**src/rtl/lsu_pkg.sv**
```systemverilog
// Shared definitions for the RV32I load/store unit: funct3 width codes,
// FSM state encoding and the funct3 legality check.
package lsu_pkg;

    localparam logic [2:0] LSU_B  = 3'b000;
    localparam logic [2:0] LSU_H  = 3'b001;
    localparam logic [2:0] LSU_W  = 3'b010;
    localparam logic [2:0] LSU_BU = 3'b100;
    localparam logic [2:0] LSU_HU = 3'b101;

    typedef enum logic [1:0] {
        ST_IDLE,
        ST_ACCESS,
        ST_DONE
    } lsu_state_t;

    // Stores have no unsigned variants, so only B/H/W are legal for them.
    function automatic logic lsu_is_legal(input logic is_store, input logic [2:0] funct3);
        logic ok;
        case (funct3)
            LSU_B, LSU_H, LSU_W: ok = 1'b1;
            LSU_BU, LSU_HU:      ok = !is_store;
            default:             ok = 1'b0;
        endcase
        return ok;
    endfunction

endpackage

```
**src/rtl/lsu_align.sv**
```systemverilog
// Byte-lane steering: store mask/data replication, load extraction with
// sign/zero extension, and alignment checking for the requested width.
module lsu_align
    import lsu_pkg::*;
(
    input  logic [2:0]  funct3,
    input  logic [1:0]  addr_lo,
    input  logic [31:0] store_data,
    input  logic [31:0] rdata,
    output logic [3:0]  wmask,
    output logic [31:0] wdata,
    output logic [31:0] load_ext,
    output logic        misaligned
);

    logic [7:0]  rbyte;
    logic [15:0] rhalf;

    assign rbyte = rdata[{addr_lo, 3'b000} +: 8];
    assign rhalf = rdata[{addr_lo[1], 4'b0000} +: 16];

    always_comb begin
        // NOTE: every output gets a default before the case so no path can infer a latch.
        wmask      = 4'b0000;
        wdata      = store_data;
        misaligned = 1'b0;
        case (funct3[1:0])
            2'b00: begin
                wmask = 4'b0001 << addr_lo;
                wdata = {4{store_data[7:0]}};
            end
            2'b01: begin
                wmask      = addr_lo[1] ? 4'b1100 : 4'b0011;
                wdata      = {2{store_data[15:0]}};
                misaligned = addr_lo[0];
            end
            2'b10: begin
                wmask      = 4'b1111;
                misaligned = (addr_lo != 2'b00);
            end
            default: ;
        endcase
    end

    always_comb begin
        load_ext = 32'h0;
        case (funct3)
            LSU_B:   load_ext = {{24{rbyte[7]}}, rbyte};
            LSU_H:   load_ext = {{16{rhalf[15]}}, rhalf};
            LSU_W:   load_ext = rdata;
            LSU_BU:  load_ext = {24'h0, rbyte};
            LSU_HU:  load_ext = {16'h0, rhalf};
            default: ;
        endcase
    end

endmodule

```
**src/rtl/load_store_unit.sv**
```systemverilog
// RV32I memory-access stage: latches a request, checks it, runs the
// req/ready handshake with a timeout, and reports completion via done.
module load_store_unit
    import lsu_pkg::*;
#(
    parameter int TIMEOUT_CYCLES = 255,
    parameter int CNT_W          = 16
) (
    input  logic        clk,
    input  logic        rst_n,
    input  logic        start,
    input  logic        is_store,
    input  logic [2:0]  funct3,
    input  logic [31:0] addr,
    input  logic [31:0] store_data,
    output logic        busy,
    output logic        done,
    output logic [31:0] load_data,
    output logic        misaligned,
    output logic        illegal,
    output logic        timeout,
    output logic        mem_req,
    output logic        mem_we,
    output logic [31:0] mem_addr,
    output logic [3:0]  mem_wmask,
    output logic [31:0] mem_wdata,
    input  logic [31:0] mem_rdata,
    input  logic        mem_ready
);

    localparam logic [CNT_W-1:0] CNT_LAST = CNT_W'(TIMEOUT_CYCLES - 1);

    lsu_state_t  state_q, state_d;
    logic        is_store_q;
    logic [2:0]  funct3_q;
    logic [31:0] addr_q;
    logic [31:0] store_data_q;
    logic [CNT_W-1:0] cnt_q;
    logic [31:0] load_data_q;
    logic        illegal_q, misaligned_q, timeout_q;

    logic        in_idle, legal, accept, capture, expire;
    logic [2:0]  al_funct3;
    logic [1:0]  al_addr_lo;
    logic [3:0]  al_wmask;
    logic [31:0] al_wdata, al_load_ext;
    logic        al_misaligned;

    // In IDLE the aligner checks the incoming request; afterwards it works on the latched one.
    assign in_idle    = (state_q == ST_IDLE);
    assign al_funct3  = in_idle ? funct3    : funct3_q;
    assign al_addr_lo = in_idle ? addr[1:0] : addr_q[1:0];
    assign legal      = lsu_is_legal(is_store, funct3);

    lsu_align u_align (
        .funct3     (al_funct3),
        .addr_lo    (al_addr_lo),
        .store_data (store_data_q),
        .rdata      (mem_rdata),
        .wmask      (al_wmask),
        .wdata      (al_wdata),
        .load_ext   (al_load_ext),
        .misaligned (al_misaligned)
    );

    always_comb begin
        state_d = state_q;
        accept  = 1'b0;
        capture = 1'b0;
        expire  = 1'b0;
        busy    = !in_idle;
        done    = (state_q == ST_DONE);
        mem_req = (state_q == ST_ACCESS);
        case (state_q)
            ST_IDLE: begin
                if (start) begin
                    accept  = 1'b1;
                    state_d = (!legal || al_misaligned) ? ST_DONE : ST_ACCESS;
                end
            end
            ST_ACCESS: begin
                // A ready in the final counted cycle still wins over the timeout.
                if (mem_ready) begin
                    capture = 1'b1;
                    state_d = ST_DONE;
                end else if (cnt_q == CNT_LAST) begin
                    expire  = 1'b1;
                    state_d = ST_DONE;
                end
            end
            ST_DONE: state_d = ST_IDLE;
            default: state_d = ST_IDLE;
        endcase
    end

    always_ff @(posedge clk or negedge rst_n) begin
        if (!rst_n) begin
            state_q <= ST_IDLE;
        end else begin
            // NOTE: sequential state uses non-blocking assignments so all registers update together.
            state_q <= state_d;
        end
    end

    always_ff @(posedge clk or negedge rst_n) begin
        if (!rst_n) begin
            is_store_q   <= 1'b0;
            funct3_q     <= 3'b000;
            addr_q       <= 32'h0;
            store_data_q <= 32'h0;
            cnt_q        <= '0;
            load_data_q  <= 32'h0;
            illegal_q    <= 1'b0;
            misaligned_q <= 1'b0;
            timeout_q    <= 1'b0;
        end else begin
            if (accept) begin
                is_store_q   <= is_store;
                funct3_q     <= funct3;
                addr_q       <= addr;
                store_data_q <= store_data;
                cnt_q        <= '0;
                illegal_q    <= !legal;
                misaligned_q <= legal && al_misaligned;
            end
            if (state_q == ST_ACCESS) begin
                cnt_q     <= cnt_q + 1'b1;
                timeout_q <= expire;
                if (capture && !is_store_q) begin
                    load_data_q <= al_load_ext;
                end
            end
            // Fault flags live only for the single DONE cycle.
            if (state_q == ST_DONE) begin
                illegal_q    <= 1'b0;
                misaligned_q <= 1'b0;
                timeout_q    <= 1'b0;
            end
        end
    end

    assign load_data  = load_data_q;
    assign illegal    = illegal_q;
    assign misaligned = misaligned_q;
    assign timeout    = timeout_q;
    assign mem_we     = mem_req && is_store_q;
    assign mem_addr   = {addr_q[31:2], 2'b00};
    assign mem_wmask  = mem_we ? al_wmask : 4'b0000;
    assign mem_wdata  = mem_we ? al_wdata : 32'h0;

endmodule

```
**config.mk**
```make
export PLATFORM = sky130hd
export DESIGN_NAME = load_store_unit
export DESIGN_NICKNAME = d
export VERILOG_FILES = /design/src/rtl/lsu_pkg.sv /design/src/rtl/lsu_align.sv /design/src/rtl/load_store_unit.sv
export SDC_FILE = /design/constraint.sdc
export NUM_CORES = 1
export LEC_CHECK = 0
export CAP_MARGIN = 20
export CORE_UTILIZATION = 30
export DETAILED_ROUTE_END_ITERATION = 10
export GPL_TIMING_DRIVEN = 0
export PLACE_DENSITY = 0.66
export SETUP_SLACK_MARGIN = 0.15
export SLEW_MARGIN = 20
export SYNTH_ARGS = -nofsm -noshare
export SYNTH_HDL_FRONTEND = slang
export SYNTH_SLANG_ARGS = --single-unit
```
**constraint.sdc**
```tcl
create_clock -name clk -period 4.8 [get_ports clk]
set_clock_uncertainty 0.1 [all_clocks]
set_input_delay 1.44 -clock clk [delete_from_list [all_inputs] [get_ports clk]]
set_output_delay 1.44 -clock clk [all_outputs]
set_load 0.02 [all_outputs]
```
==> results by group, run 1 <==
STA
  – RSZ-0062 raised after global routing: true
  – Final-report setup violation count: 0
  – Slew headroom: 0.521
  – Fin crit period: 4.59 ns
  – Crit share post-route: 0.957
  – Max-slew violation count: 0
  – Worst Tran Pin Value: 0.718 ns
  – Max frequency: 218 MHz
  – TNS Setup: 0 ns
  – Min Hold Slack: 0.386 ns
  – Final hold violations: 0

Detailed routing
  – Initial DRC count: 406
  – Post-DRT Antenna Nets: 0
  – Wire per inst: 17.0 um
  – Vias: 5,627
  – DR pass1 iterations: 5
  – Wirelength, routed: 19,700 um
  – DRC: 0
  – Post-DR vias/cell: 4.87

Pwr
  – Max VDD drop: 321 uV
  – Total power: 6.49 mW
  – Pwr/cell area: 672 nW/um^2
  – Leak: 4.11 nW

Hold path
  – Hold Path Class: register to register

Cells and area
  – N_diodes: 0
  – Area Growth Syn to Fin: 53.5%
  – Layout cells sized above 1: 0.262
  – Non-filler instance count after layout: 1,156
  – Nets@finish: 987
  – Util after Layout: 0.473
  – Fillers: 1,936

Clock network
  – CTS sink count: 121
  – Max clock buf depth: 2
  – Reg clk slew, reported paths: 0.06 ns
  – Hold Buf Count CTS: 0
  – Clock insertion delay at the later pin of the skew report: 0.41 ns
  – CTS root buf: clkbuf_16
  – Num CTS Buffers: 17
  – CTS tree: built
  – H-tree depth: 4

Critical path
  – Slowest-stage cell, CP: mux2_4
  – CP max FO: 5
  – Most frequent CP cell: buf_8
  – CP max stage delay: 0.28 ns
  – Critical path cell sequence: buf_2 -> mux2_4 -> inv_4 -> ha_4 -> buf_8 -> buf_8 -> buf_8 -> bufbuf_16 -> nand2_1 -> a31oi_2 -> buf_4
  – Worst path top cell family by delay: buffers and inverters
  – Worst Path Buf+Inv: 7
  – Worst path required time: 3.26 ns
  – Worst Path Arrival: 3.05 ns
  – Crit Path Class: input port to output port
  – Crit. End Element: output port
  – Setup crit start kind: input port

Global route
  – Vias in the first global route: 5,629
  – Total grt overflow: 0
  – Global-route wire length before repair: 31,300 um
  – Largest net degree at the start of global routing: 70
  – GRT Util Overall: 0.189
  – Antenna violations before repair: 0

Die
  – Die H: 147 um
  – Starting density of the core: 0.308
  – Core ar.: 20,400 sq um
  – Die Wd: 147 um
  – Rows: 52
  – Io pins: 211
  – DIE AREA: 21,600 sq um

Synth
  – Post-synth top area share: 0.481
  – Top post-synthesis cells by area: dfrtp_1 48%, mux2_2 12%, nand2_1 7.0%
  – Post-synthesis async set-or-reset flop share: 1.00
  – Area leader, netlist: dfrtp_1
  – Synth warn: 0
  – Gate Count Post-Synth: 632
  – Sequential-to-total area share from yosys stat: 0.481
  – Syn Area/Cell: 9.96 sq um
  – FF+latch count, synth: 121
  – Distinct cell type count after synthesis: 52
  – Synthesized area: 6300 sq um
  – Post-synth EDFFs: 0
  – Main synth FF type: dfrtp_1

Placed design
  – Placed Instances: 1,112
  – Port Buf Inserts: 208
  – Routability Congestion: 0.851
  – Post-DP HPWL: 14,200 um

Run status
  – Status: finished clean

Job
  – Max_cap viols: 0
==> cells by family after synthesis <==
family	share of synthesized area
simple gates	0.138
compound gates	0.134
flops	0.481
buf+inv	0.0773
mux	0.138
xor+xnor	0.0139
fa+ha+maj	0.0179
other cells	0.000596
==> per-layer routing <==
metal | GRT usage | share of wire | vias up | wire, um
met5 | 0 | 0 | - | 0
met4 | 0.0760 | 0.024 | 0 | 470
met3 | 0.0618 | 0.070 | 32 | 1380
met2 | 0.290 | 0.46 | 206 | 9090
met1 | 0.245 | 0.44 | 2699 | 8760
li1 | - | - | 2690 | -
==> worst paths after layout <==
kind,startpoint,endpoint,slack [ns],cells past startpoint
max,funct3[1],mem_wdata[24],0.21,11
min,load_data[22],load_data[22],0.39,2
max reg2reg,state_q[0],load_data[25],1.70,15
min reg2reg,load_data[22],load_data[22],0.39,2
max in group asynchronous,rst_n,addr_q[14],3.05,2
min in group asynchronous,rst_n,load_data[16],0.88,1
==> flip-flops by register name (all words and copies together), names as in the netlist <==
name          flops
addr_q           32
cnt_q            16
funct3_q          3
illegal           1
is_store_q        1
load_data        32
misaligned        1
state_q           2
store_data_q     32
timeout           1
==> layout make-up <==
class	instances	area (sq um)	share of cell area
Clock inverter	9	123	0.0127
Clock buffer	22	464	0.0480
Timing Repair Buffer	224	2150	0.223
Inverter	17	66.3	0.00686
Multi-Input combinational cell	424	2990	0.309
Tap cell	270	338	0.0350
Buffer	69	499	0.0517
Sequential cell	121	3030	0.313
==> layout by cell type (no fill, tap or decap), types with 4 or more instances in the layout <==
master | netlist | layout
nand2_1 | 117 | 115
a221o_1 | 7 | 7
buf_2 | 8 | 24
a222oi_1 | 7 | 7
xnor2_1 | 4 | 4
xor2_1 | 6 | 6
clkinv_2 | 0 | 5
o22ai_1 | 6 | 5
o221ai_1 | 4 | 4
clkbuf_16 | 0 | 17
ha_1 | 9 | 7
clkbuf_1 | 25 | 20
nand3_1 | 34 | 34
o21ai_0 | 34 | 34
buf_8 | 0 | 4
a31oi_2 | 0 | 8
mux2_2 | 69 | 68
o21ai_1 | 4 | 4
and3_1 | 11 | 11
nand2b_1 | 5 | 5
a21oi_1 | 44 | 30
a21oi_2 | 0 | 12
clkbuf_8 | 0 | 5
buf_6 | 3 | 6
inv_1 | 17 | 16
buf_4 | 33 | 53
nor2_1 | 10 | 9
clkdlybuf4s50_1 | 0 | 177
dfrtp_1 | 121 | 121
==> power breakdown <==
group / internal (mW) / switching [mW] / total (mW)
logic: 1.71 / 1.79 / 3.50
clock network: 0.836 / 0.460 / 1.30
registers: 1.43 / 0.265 / 1.70
total: 3.97 / 2.52 / 6.49
==> cell usage after synthesis (all sizes together), types with 4 or more instances <==
cell / instances
dfrtp: 121
nand2: 117
mux2: 69
buf: 46
a21oi: 44
o21ai: 38
nand3: 34
clkbuf: 25
inv: 17
and3: 11
nor2: 10
ha: 9
a31oi: 8
a221o: 7
a222oi: 7
o22ai: 6
xor2: 6
nand2b: 5
mux2i: 4
o211ai: 4
o221ai: 4
xnor2: 4
==> metrics by stage <==
step | worst slack, ns | cell area (sq um)
finish | 0.208 | 9660
global route | 0.129 | 9660
CTS | 0.149 | 9640
detailed placement | -1.48 | 8850
global placement | -2.82 | 8820
floorplan | 0.200 | 6400
==> timing repair <==
action                     4_1_cts  5_1_grt
setup endpoints to repair       28       14
cloned                           1        0
resized for setup              173        7
pin swaps                        7        4
buffers inserted                14        0
==> worst min-delay path: cells and delay by family (launching register included) <==
family / cells / cell delay [ns]
AND/OR/NAND/NOR: 1 / 0.05
flip-flops: 1 / 0.34
AO/OA/AOI/OAI: 1 / 0.06
Note: power is estimated with default switching activity, not from simulation.
==> run 2: changes to the inputs <==
- CTS_BUF_LIST: not set -> sky130_fd_sc_hd__clkbuf_16
==> run 2 against run 1 <==
  * Maximum frequency increased by 0.12%
  * Worst setup slack better by 0.0053 ns
  * Cell count unchanged
  * Critical endpoint unchanged
  * Sequential share of layout area increased by 0.057 points
  * Flip-flop and latch count unchanged
  * Utilization decreased by 0.086 points
  * Global-route usage is 0.081 points lower
  * Worst hold slack about the same
  * Clock power down 3%
  * Routed wire length decreased by 0.29%
  * Register-to-register slack improved by 0.02 ns
  * Largest power group unchanged
==> results by group, run 2 (synthesized netlist as in run 1, its figures left out) <==
Run status
  – Status: finished clean

Critical path
  – Crit Path Class: input port to output port
  – Most frequent CP cell: buf_8
  – CP max FO: 5
  – Setup crit start kind: input port
  – Worst Path Buf+Inv: 7
  – Worst Path Arrival: 3.05 ns
  – Worst path required time: 3.26 ns
  – Crit. End Element: output port
  – CP max stage delay: 0.28 ns
  – Worst path top cell family by delay: buffers and inverters
  – Critical path cell sequence: buf_2 -> mux2_4 -> inv_4 -> ha_4 -> buf_8 -> buf_8 -> buf_8 -> bufbuf_16 -> nand2_1 -> a31oi_2 -> buf_4
  – Slowest-stage cell, CP: mux2_4

Die
  – Die Wd: 147 um
  – Rows: 52
  – Die H: 147 um
  – Io pins: 211
  – Core ar.: 20,400 sq um
  – Starting density of the core: 0.308
  – DIE AREA: 21,600 sq um

Pwr
  – Pwr/cell area: 669 nW/um^2
  – Leak: 4.12 nW
  – Max VDD drop: 320 uV

Detailed routing
  – DRC: 0
  – Wire per inst: 17.0 um
  – Vias: 5,651
  – Wirelength, routed: 19,600 um
  – Initial DRC count: 392
  – Post-DRT Antenna Nets: 0
  – Post-DR vias/cell: 4.89
  – DR pass1 iterations: 5

Placed design
  – Area after DPL: 8850 sq um
  – Routability Congestion: 0.851
  – Port Buf Inserts: 208
  – Post-DP HPWL: 14,200 um

STA
  – Final-report setup violation count: 0
  – Worst Tran Pin Value: 0.722 ns
  – RSZ-0062 raised after global routing: false
  – TNS Setup: 0 ns
  – Slew headroom: 0.518
  – Final hold violations: 0
  – Crit share post-route: 0.956
  – Fin crit period: 4.59 ns
  – Max-slew violation count: 0
  – Max frequency: 218 MHz

Cells and area
  – N_diodes: 0
  – Layout cells sized above 1: 0.260
  – Area Growth Syn to Fin: 53.2%
  – Commonest non-fill, non-tap cells in the layout: 176 x clkdlybuf4s50_1, 121 x dfrtp_1, 115 x nand2_1, 68 x mux2_2, 53 x buf_4
  – Commonest non-fill, non-tap cell in the layout: clkdlybuf4s50_1
  – Nets@finish: 987
  – Design Area, Final: 9650 sq um
  – Util after Layout: 0.472

Clock network
  – Num CTS Buffers: 17
  – Clock insertion delay at the later pin of the skew report: 0.42 ns
  – CTS sink count: 121
  – CTS tree: built
  – Max clock buf depth: 2
  – Reg clk slew, reported paths: 0.06 ns
  – CTS root buf: clkbuf_16
  – H-tree depth: 4

Global route
  – Vias in the first global route: 5,572
  – Global-route wire length before repair: 31,200 um
  – GRT Util Overall: 0.188
  – Total grt overflow: 0
  – Largest net degree at the start of global routing: 70
  – Antenna violations before repair: 0

Job
  – Max_cap viols: 0

Hold path
  – Hold Path Class: register to register
-- run 2: cell types whose count changed in the layout (fill, tap and decap cells not counted) --
cell             previous run  this run
clkbuf_1                   20        17
clkbuf_8                    5         3
clkinv_1                    0         2
dlymetal6s2s_1              0         1
inv_1                      16        19
clkdlybuf4s50_1           177       176
-- run 2: power breakdown --
group	internal, mW	switching [mW]	leakage, nW	total, mW
Clock	0.797	0.463	0.291	1.26
Sequential	1.43	0.264	1.52	1.69
Combinational	1.71	1.79	2.32	3.50
Total	3.93	2.52	4.12	6.45
-- run 2: repair_timing --
item,4_1_cts,5_1_grt
pin swaps,7,4
setup endpoints to repair,28,14
hold buffers,0,0
gates cloned,1,0
buffers inserted,14,0
hold endpoints to repair,0,0
resized for setup,173,8
-- run 2: final timing paths --
path / startpoint / end / slack, ns / depth (start not counted)
worst max-delay path: funct3[1] / mem_wdata[24] / 0.21 / 11
worst min-delay path: load_data[22] / load_data[22] / 0.39 / 2
worst max register to register: state_q[0] / load_data[25] / 1.72 / 15
worst min register to register: load_data[22] / load_data[22] / 0.39 / 2
max in group asynchronous: rst_n / addr_q[14] / 3.05 / 2
min in group asynchronous: rst_n / load_data[16] / 0.88 / 1
-- run 2: worst register-to-register path: cells and delay by family, from the launching register on --
family | cells | cell delay [ns]
buffers and inverters | 7 | 1.06
AO/OA/AOI/OAI | 4 | 0.78
flip-flops | 1 | 0.38
adder cells (fa/ha/maj) | 2 | 0.36
multiplexers | 1 | 0.15
AND/OR/NAND/NOR | 1 | 0.12
-- run 2: routing by layer --
layer / routed length [um] / global-route usage
met1: 8710 / 0.248
met2: 9160 / 0.294
met3: 1400 / 0.0559
met4: 365 / 0.0625
met5: 0 / 0
-- run 2: layout make-up --
| class | count | area (sq um) |
|---|---|---|
| Tap cell | 270 | 338 |
| Sequential cell | 121 | 3030 |
| Multi-Input combinational cell | 424 | 2990 |
| Timing Repair Buffer | 224 | 2160 |
| Clock inverter | 14 | 141 |
| Clock buffer | 17 | 425 |
| Fill cell | 1937 | 10800 |
| Buffer | 69 | 499 |
| Inverter | 17 | 66.3 |
-- run 2: through the flow --
step                total power [mW]  setup WS, ns  hold slack (ns)  std cells
floorplan                       3.68         0.200            0.366        633
global placement                4.83         -2.82            0.363       1111
detailed placement              4.87         -1.48            0.372       1112
CTS                             6.47         0.149            0.383       1156
global route                    6.86         0.153            0.405       1156
finish                          6.45         0.213            0.387       1156
==> variant 1 (settings of run 1) <==
Remove the case item `2'b00` of the case on `funct3[1:0]`.
--- a/src/rtl/lsu_align.sv
+++ b/src/rtl/lsu_align.sv
@@ -27,6 +27,2 @@
         case (funct3[1:0])
-            2'b00: begin
-                wmask = 4'b0001 << addr_lo;
-                wdata = {4{store_data[7:0]}};
-            end
             2'b01: begin
Function: changed (Yosys sat finds a counterexample within 4 cycles, from zero or initial values and one cycle with rst_n low).
==> variant 1 against run 1 <==
Combinational power is 21% lower. Worst hold slack better by 0.00064 ns. Sequential cell count stayed put. Global-route usage is 0.84 points lower. Setup slack worse by 0.011 ns. Sequential power is 5% lower. Routed wire length is 7.3% lower. Synthesized area is 2.1% lower. Design area is 3.4% lower. Sequential share of layout area is 1.1 points higher. Power is 11% lower. Critical path type unchanged. Critical endpoint is now mem_wmask[1]. Highest routed layer unchanged.
==> variant 1: results (changes against run 1) <==
sequential share of the synthesized area 0.491 (+0.0105); synth top area cells dfrtp_1 49%, mux2_2 13%, nand2_1 6.8%, buf_4 4.1%, a22o_1 3.6%; Worst Hold Class register to register; DP HPWL 13500 microns (-5.2%); Post-synth ARST share 1.00 (unchanged); worst-path fanout max 10 (+5); hold path endpoint cnt_q[7]; placed cell count 1074 (-3.4%); WL/cell 16.4 microns (-3.8%); pre-CTS WS -1.10 ns (+0.374 ns); layout cells sized above 1 0.209 (-0.0531); Synth Area in Adders 0.0102 (-0.00773); FF-to-FF Start state_q[1]; All-Layer GR Usage 0.181 (-0.00838); vias 5283 (-6.1%); Avg Synthesized Cell Area 10.4 sq um (+4.1%); Worst Hold Launch cnt_q[7]; reg2reg setup slack 2.01 ns (+0.31 ns); outcome completed; cts bufs inserted 17 (unchanged); LEAKAGE 4.09 nW (-0.60%); Worst IR Drop VDD 0.000310 V (-3.6%); Nets 939 (-4.9%); # resized after CTS 60 (-65%); Commonest cells post-synth 121 x dfrtp_1, 111 x nand2_1, 71 x mux2_2; CTS Buffer Depth 2 (unchanged); total length of routed wires 18300 microns (-7.3%); H-tree depth 4 (unchanged); number of synthesis warnings 0 (unchanged); insertion delay to the later sink of the worst-skew pair 0.41 ns (about the same); global-route wire length before repair 29700 microns (-5.2%); GRT met1 Usage 0.243 (-0.00240); library cells used by synthesis 50 (-3.8%); XOR/XNOR share of the synthesized area 0.00853 (-0.00538); initial antenna violation count 0 (unchanged); post-synthesis compound-gate area fraction 0.118 (-0.0157); Reg clk slew, reported paths 0.05 ns; GPL Wtd Cong 0.846 (-0.55%); Final Setup Violations 0 (unchanged); GRT met3 Usage 0.0522 (-0.00960); mux cell area share after synthesis 0.159 (+0.0211); DRT iter0 DRCs 278 (-32%); r2r endpoint load_data[28]; Hold Crit Depth 1 (-1); Worst Reg2Reg Path Length in Cells 7 (-8); WHS 0.387 ns (+0.000640 ns); Worst-Margin Slew 0.843 ns (+0.125 ns); Root Driver clkbuf_16; met2 GRT Util 0.279 (-0.0105); number of setup buffers added after CTS 7 (-7); Worst Path Arrival 3.06 ns (about the same); Tmin final 4.60 ns (+0.0109 ns)
## variant 1: metrics by stage
stage | instance area, sq um | setup TNS [ns]
after CTS | 9360 | 0
final | 9330 | 0
after global routing | 9330 | 0
after detailed placement | 8620 | -18.01
after global placement | 8580 | -365.37
after floorplan | 6160 | 0
## variant 1: kinds of logic after synthesis
logic type	count (synthesis)
mux	87
fa+ha+maj	5
buf+inv	75
other cells	1
compound gates	105
flops	121
simple gates	194
xor+xnor	6
## variant 1: worst max-delay path by stage
stage | cells past startpoint | from | endpoint
floorplan | 5 | addr[1] | mem_wmask[1]
global placement | 1 | rst_n | store_data_q[29]
detailed placement | 8 | funct3[1] | mem_wdata[24]
CTS | 9 | funct3[1] | mem_wdata[23]
global route | 9 | funct3[0] | mem_wdata[28]
finish | 7 | addr[1] | mem_wmask[1]
## variant 1: layout make-up
class,instances,area [sq um]
Fill cell,1918,10800
Clock inverter,12,174
Clock buffer,20,447
Sequential cell,121,3030
Tap cell,270,338
Multi-Input combinational cell,399,2750
Buffer,67,429
Inverter,8,30.0
Timing Repair Buffer,216,2130
Antenna cell,1,2.50
## variant 1: per-layer routing
metal | up-vias | wire length, microns | share of wire
met1 | 2541 | 8480 | 0.46
met5 | - | 0 | 0
met3 | 18 | 1160 | 0.064
met4 | 0 | 262 | 0.014
li1 | 2546 | - | -
met2 | 178 | 8360 | 0.46
## variant 1: power breakdown
part           internal, mW  switching [mW]
sequential             1.40           0.213
combinational          1.40            1.38
clock                 0.880           0.471
## variant 1: critical path, stage by stage
cell and delay, ns:
clkdlybuf4s50_1 0.48, mux2i_4 0.23, buf_4 0.22, nand2_1 0.07
a21oi_1 0.21, buf_4 0.15, clkdlybuf4s15_2 0.26
==> variant 2 (flow settings as in run 1) <==
Without the edit above. `CNT_W`: 16 -> 32.
--- a/src/rtl/load_store_unit.sv
+++ b/src/rtl/load_store_unit.sv
@@ -6,3 +6,3 @@
     parameter int TIMEOUT_CYCLES = 255,
-    parameter int CNT_W          = 16
+    parameter int CNT_W          = 32
 ) (
Function: same outputs for any inputs over 4 cycles, from zero or initial values and one cycle with rst_n low; that may be too few to reach the edited logic, so the function may still have changed.
==> variant 2 against run 1 <==
Design area is 9.5% higher. Via count is 14% higher. Routed wire length is 15% higher. Synthesized area up 16%. Setup slack worse by 0.044 ns. Power increased by 0.41%. Clock power increased by 8%. Sequential cell count up 16. Largest power group unchanged.
==> variant 2: results (changes against run 1) <==
outcome completed; sequential share of the synthesized area 0.469 (-0.0121); switching fraction of total power 0.379 (-0.00941); XOR/XNOR share of the synthesized area 0.00479 (-0.00912); fin cells 1265 (+9.4%); vias in the first global route 6407 (+14%); largest net degree at the start of global routing 85 (+21%); Worst Path Arrival 3.10 ns (+0.05 ns); All-Layer GR Usage 0.189 (about the same); Avg Synthesized Cell Area 10.5 sq um (+5.2%); antenna viol nets, final 0 (unchanged); Nets 1046 (+6.0%); DP Area 0.00983 sq mm (+11%); Commonest cells post-synth 137 x dfrtp_1, 129 x nand2_1, 74 x mux2_2; DP HPWL 16300 microns (+15%); Synth Area in Adders 0.0154 (-0.00249); worst-path fanout max 8 (+3); LEAKAGE 4.52 nW (+9.9%); mux cell area share after synthesis 0.177 (+0.0390); crit path max-delay cell type clkdlybuf4s15_2; GPL Wtd Cong 0.819 (-3.7%); WL/cell 17.9 microns (+5.0%); Via density 5.07 (+4.1%); DRT iter0 DRCs 370 (-8.9%); initial antenna violation count 2 (+2); Worst IR Drop VDD 0.000254 V (-21%); synth top area cells dfrtp_1 47%, mux2_2 11%, nand2_1 6.6%, mux2i_1 3.8%, buf_4 3.3%; global-route wire length before repair 35800 microns (+14%); layout cells sized above 1 0.233 (-0.0293); insertion delay to the later sink of the worst-skew pair 0.42 ns; post-synthesis compound-gate area fraction 0.119 (-0.0149); slowest stage delay, CP 0.29 ns; 1st-pass router iterations 8 (+3); library cells used by synthesis 59 (+13%); Worst-Margin Slew 0.867 ns (+0.149 ns); fill count 2336 (+21%); placed cell count 1227 (+10%)
[variant 2: final timing paths]
kind                             from            end  slack (ns)  cells after the start
max                         funct3[1]   mem_wdata[9]        0.16                      9
min in group asynchronous       rst_n     addr_q[22]        0.82                      1
max in group asynchronous       rst_n      addr_q[1]        2.96                      2
max reg2reg                state_q[0]  load_data[25]        1.15                     12
min                         cnt_q[31]      cnt_q[31]        0.37                      1
min reg2reg                 cnt_q[31]      cnt_q[31]        0.37                      1
[variant 2: routing by layer]
metal,up-vias,global-route usage,wire length [microns],share of wire
li1,2980,-,-,-
met1,3131,0.248,10100,0.45
met2,269,0.293,10300,0.46
met3,29,0.0586,1890,0.083
met4,2,0.0627,303,0.013
met5,-,0,13,0.00057
[variant 2: repair_timing]
item,CTS,global route
pin swaps,3,0
hold buffers,0,0
gates resized for setup,156,10
buffers inserted,4,1
setup endpoints to repair,28,31
endpoints found under the hold margin,0,0
cloned,1,0
[variant 2: power groups by stage]
stage | clock network (mW) | logic, mW | registers, mW
2_1_floorplan | 0 | 1.74 | 1.96
3_3_place_gp | 0 | 2.99 | 1.88
3_5_place_dp | 0 | 3.03 | 1.89
4_1_cts | 1.45 | 3.21 | 1.87
5_1_grt | 1.49 | 3.47 | 1.93
6_report | 1.41 | 3.23 | 1.87
[variant 2: kinds of logic (layout without fill, tap and decap cells)]
family	after synthesis	in the layout
AND/OR/NAND/NOR	229	229
adder cells (fa/ha/maj)	9	9
multiplexers	111	111
other	1	2
XOR/XNOR	4	4
flip-flops	137	137
AO/OA/AOI/OAI	124	124
buffers and inverters	83	330
[variant 2: area by class of cell]
class | count | area (sq um) | share of cell area
multi-input cells | 479 | 3510 | 0.332
flip-flops and latches | 137 | 3430 | 0.324
repair buffers | 215 | 2060 | 0.195
plain buffers | 72 | 513 | 0.0485
clock buffers | 18 | 439 | 0.0415
well taps | 319 | 399 | 0.0377
clock inverters | 14 | 185 | 0.0175
inverters | 11 | 41.3 | 0.00390
[variant 2: stage by stage]
stage | utilization | setup TNS (ns) | hold WS, ns | power (mW) | worst slack, ns
2_1_floorplan | - | 0 | 0.346 | 3.70 | 0.201
3_3_place_gp | 0.414 | -567.61 | 0.360 | 4.87 | -3.94
3_5_place_dp | 0.415 | -30.26 | 0.367 | 4.91 | -1.29
4_1_cts | 0.445 | 0 | 0.376 | 6.53 | 0.167
5_1_grt | 0.447 | 0 | 0.390 | 6.89 | 0.0706
6_report | 0.447 | 0 | 0.375 | 6.52 | 0.164
